--- config.mk ---
export PLATFORM = sky130hd
export DESIGN_NAME = maze_escaper
export DESIGN_NICKNAME = d
export VERILOG_FILES = /design/src/rtl/maze_escaper.sv
export SDC_FILE = /design/constraint.sdc
export NUM_CORES = 1
export LEC_CHECK = 0
export BUFFER_PORTS_ARGS = -buffer_cell sky130_fd_sc_hd__buf_2
export CAP_MARGIN = 20
export CORE_AREA = 5 5 235 146
export DETAILED_ROUTE_END_ITERATION = 10
export DIE_AREA = 0 0 240 151
export PLACE_DENSITY = 0.83
export SLEW_MARGIN = 10
export SYNTH_ARGS = -nofsm -noshare
export SYNTH_HDL_FRONTEND = slang
export SYNTH_SLANG_ARGS = --single-unit
--- constraint.sdc ---
create_clock -name clk -period 5.6 [get_ports clk]
set_input_delay 1.12 -clock clk [delete_from_list [all_inputs] [get_ports clk]]
set_output_delay 1.12 -clock clk [all_outputs]
set_load 0.02 [all_outputs]
--- src/rtl/maze_escaper.sv ---
// Maze solver using parallel dead-end filling: every clock fills all current
// dead ends at once. Whatever survives when nothing more fills is the path.
module maze_escaper #(
    parameter int size = 11,
    parameter int N    = $clog2(size)
) (
    input  logic                      clk,
    input  logic                      rst,
    input  logic [size-1:0][size-1:0] maze,
    output logic                      done,
    output logic [size-1:0][size-1:0] path,
    output logic                      filling
);
    localparam int            CW   = 2 * N + 1;
    localparam logic [CW-1:0] LAST = CW'(size * size - 1);

    typedef enum logic {FILL, DONE} state_t;

    state_t                    state;
    logic [CW-1:0]             cnt;
    logic [size-1:0][size-1:0] blk;
    logic [size-1:0][size-1:0] dead;
    logic [size+1:0][size+1:0] pad;

    // Blocked border around blk, so out-of-range neighbours read as blocked.
    assign pad[0]      = '1;
    assign pad[size+1] = '1;

    for (genvar r = 0; r < size; r++) begin : g_row
        assign pad[r+1] = {1'b1, blk[r], 1'b1};

        for (genvar c = 0; c < size; c++) begin : g_col
            localparam bit RING = (r == 0) || (r == size - 1) || (c == 0) || (c == size - 1);
            logic up, dn, lf, rt, term, two_open;

            assign up       = ~pad[r][c+1];
            assign dn       = ~pad[r+2][c+1];
            assign lf       = ~pad[r+1][c];
            assign rt       = ~pad[r+1][c+2];
            assign term     = RING && !maze[r][c];
            assign two_open = (up & dn) | (up & lf) | (up & rt) | (dn & lf) | (dn & rt) | (lf & rt);
            assign dead[r][c] = !blk[r][c] && !term && !two_open;
        end
    end

    assign filling = (state == FILL);

    always_ff @(posedge clk) begin
        if (!rst) begin
            blk   <= maze;
            path  <= '0;
            done  <= 1'b0;
            cnt   <= '0;
            state <= FILL;
        end else begin
            case (state)
                FILL: begin
                    blk <= blk | dead;
                    cnt <= cnt + 1'b1;
                    // Path is taken from blk before this edge's fill.
                    if (dead == '0 || cnt == LAST) begin
                        path  <= ~blk;
                        done  <= 1'b1;
                        state <= DONE;
                    end
                end
                DONE: begin
                    state <= DONE;
                end
                default: state <= DONE;
            endcase
        end
    end
endmodule

==> results.toml <==
[route]
firstDrtPassIters = 6
drc = 0
viasPerCell = 6.486
drt-total-wl_um = 60110
wl_per_cell_um = 25.51
initialDrtViolationCount = 2172
vias = 15280
ant_nets = 0

[synthesis]
syn-cell-area_mm2 = 0.01567
ys_seq_elements = 253
post-synth-top-count-cell = "nand2_1"
synth_simple_gate_area_share_pct = 22.12
async_flop_share_pct = 0
synth-seq-area-share_pct = 40.05
synthAdderAreaFrac_pct = 6.874
synth_top_area_share_pct = 23.19
synth_top_family_by_area = "simple AND/OR/NAND/NOR gates"
synth_edf_count = 121
muxShareOfSynthArea_pct = 7.944
syn_area_per_cell_um2 = 8.582
synth_top_cells_by_count = "nand2_1 (276), clkbuf_1 (175), a31oi_1 (142)"
synth_compound_area_share_pct = 16.11
yosys-top-cells-area = "edfxtp_1 (23%), dfxtp_1 (17%), mux2i_1 (7.3%), maj3_1 (6.6%), nand2_1 (6.6%)"
synth_ff_type = "dfxtp_1"
synth_warnings = 0
ys_types = 56
synthXorXnorAreaFrac_pct = 0.3353
netlist_instances = 1826
syn_nets = 1951
yosys.area.top_type = "edfxtp_1"

[timing]
max_freq_mhz = 234.9
skew_ns = 0.01493
layout_setup_ws_ns = 1.343
worst_slew_pin_slew_ns = 1.109
rsz0062_at_grt = "no"
finalCriticalPeriod_ns = 4.257
finalSetupViolations = 0
setup_tns_ns = 0
holdWs_ns = 0.4478
post-route-period-util_pct = 76.01
drv_slew = 0
hold_violations = 0
slew_headroom_pct = 25.38

[layout]
layout-drive-gt1-share_pct = 16.11
final_nets = 2035
area_delta_synth_final_pct = 12.50

[power]
p_sw_w = 0.001590
p_int_w = 0.003380
p_leak_nw = 7.719
p_sw_share_pct = 32.00
seqPwrFrac_pct = 47.4
p_per_area_mw_per_mm2 = 281.9
p_clk_share_pct = 36.6
combPwrFrac_pct = 15.9
finalPower_w = 0.004970
ir_drop_mv = 0.2000

[placed_design]
numPortBuffers = 245
pre_cts_ws_ns = 1.387
dp_hpwl_um = 43450
place_congestion = 1.021

[floorplanning]
core_mm2 = 0.03184
io-pin-count = 246
dieArea_mm2 = 0.03624
die_x_um = 240
rows = 51
die-height_um = 151
initial_core_util_pct = 49.22

[setup_path]
cpLargestDelayFamily = "simple AND/OR/NAND/NOR gates"
path_cells = "maj3_1 -> and3_1 -> nor4_1 -> nand4_1 -> or4_1 -> nor2_1 -> a31oi_4 -> buf_4 -> mux2_1"
reg2reg_from = "blk[67]"
criticalPathCategory = "reg2reg"
start_kind = "register"
worst_path_max_delay_cell = "nor4_1"
timing.rr.end = "path[46]"
rr_worst_depth = 9
critical_path.max_fanout = 39
cp.required_ns = 6.04
rrSetupSlack_ns = 1.34
arrival_ns = 4.70
cp_slowest_stage_delay_ns = 0.94
cp-end-kind = "register"
crit_buf_inv = 1
cp-startpoint = "blk[67]"

[clock_tree]
clkLatencyLatePin_ns = 0.56
cts_tree = "yes"
hold_buffers = 0
clk_pin_slew_ns = 0.07
numCtsBuffers = 26
clk_path_buf_depth = 3
h-tree-depth = 1
cts-root-buf = "clkbuf_16"
cts_resized = 0
postCtsSetupBuffers = 0
cts.sink_count = 253

[worst_hold_path]
hp-class = "reg2reg"
min_delay_path_depth = 2
min_to = "done"
min_from = "done"

[global_routing]
grt_overflow = 0
grt_pass1_vias = 13830
gr-usage-all-layers_pct = 31.73
antenna_found_initial = 9
grt_max_degree = 147
grt_pass1_wl_um = 88230

[job]
cap_violations = 0

[status]
status = "complete, no violations"
[how the worst max path moves through the flow]
stage,to,cells after the start
floorplan,blk[0],4
global placement,path[46],9
detailed placement,path[46],9
CTS,path[46],9
global route,path[46],9
finish,path[46],9
[routing by layer]
layer	GRT usage (%)	up-vias	part of all wire, %
li1	-	6772	-
met1	48.17	7307	43
met2	45.43	1063	41
met3	8.808	125	14
met4	5.981	14	2.3
met5	0	-	0.16
[flip-flops by register name, summed over array words and instances (netlist names)]
signal,count
cnt,9
path,121
state,1
blk,121
done,1
[cell usage in the layout, fill, tap and decap left out, types with 5 or more instances in the layout]
| master | count |
|---|---|
| a211oi_1 | 5 |
| buf_4 | 17 |
| and3b_1 | 12 |
| a31oi_1 | 141 |
| o21ai_0 | 78 |
| clkbuf_1 | 7 |
| a21oi_1 | 42 |
| nor2b_1 | 11 |
| nand2_1 | 275 |
| dfxtp_1 | 132 |
| edfxtp_1 | 121 |
| nand2b_1 | 96 |
| a21o_1 | 7 |
| o32ai_1 | 10 |
| nor4_1 | 12 |
| o211ai_1 | 20 |
| nand3_1 | 37 |
| maj3_1 | 104 |
| a41oi_1 | 5 |
| and2_1 | 7 |
| buf_2 | 244 |
| nand4_1 | 20 |
| a32oi_1 | 10 |
| nor2_1 | 137 |
| and3_1 | 8 |
| a22o_1 | 15 |
| nor3_1 | 5 |
| a211o_1 | 15 |
| o22ai_1 | 7 |
| nor3b_1 | 5 |
| nand3b_1 | 20 |
| mux2i_1 | 115 |
| o22a_1 | 14 |
| clkbuf_16 | 29 |
| inv_1 | 44 |
| nand4b_1 | 39 |
[power by group through the flow]
stage               Combinational, W  Sequential (W)  Clock [W]
floorplan                   0.000679         0.00211          0
global placement            0.000749         0.00237          0
detailed placement          0.000762         0.00237          0
CTS                         0.000767         0.00234    0.00181
global route                0.000849         0.00237    0.00189
finish                      0.000792         0.00236    0.00182
[worst min-delay path, cell delays in order (launching register included)]
cell and delay [ns]:
dfxtp_1 0.30, inv_1 0.04, a21oi_1 0.05
[through the flow]
stage / util (%) / std cells / cell area (µm²)
CTS: 55.35 / 2354 / 17630
detailed placement: 52.65 / 2306 / 16760
floorplan: - / 1826 / 15670
finish: 55.37 / 2356 / 17630
global placement: 52.65 / 2306 / 16760
global route: 55.36 / 2355 / 17630
[layout make-up]
cell class                 instances  area, µm²
timing repair buffer             264       1404
antenna                            2      5.005
tap                              424      530.5
fill                            2881      14210
multi-input combinational       1321       8389
inverter                          44      165.2
clock inverter                    10      81.33
clock buffer                      38      779.5
sequential                       253       6276
[cell families (layout without fill, tap and decap cells)]
family,Yosys count,after routing
xor+xnor,6,6
mux,122,122
compound gates,387,387
fa+ha+maj,107,107
buf+inv,252,356
simple gates,699,699
flops,253,253
other cells,0,2
Note: power is estimated with default switching activity, not from simulation.
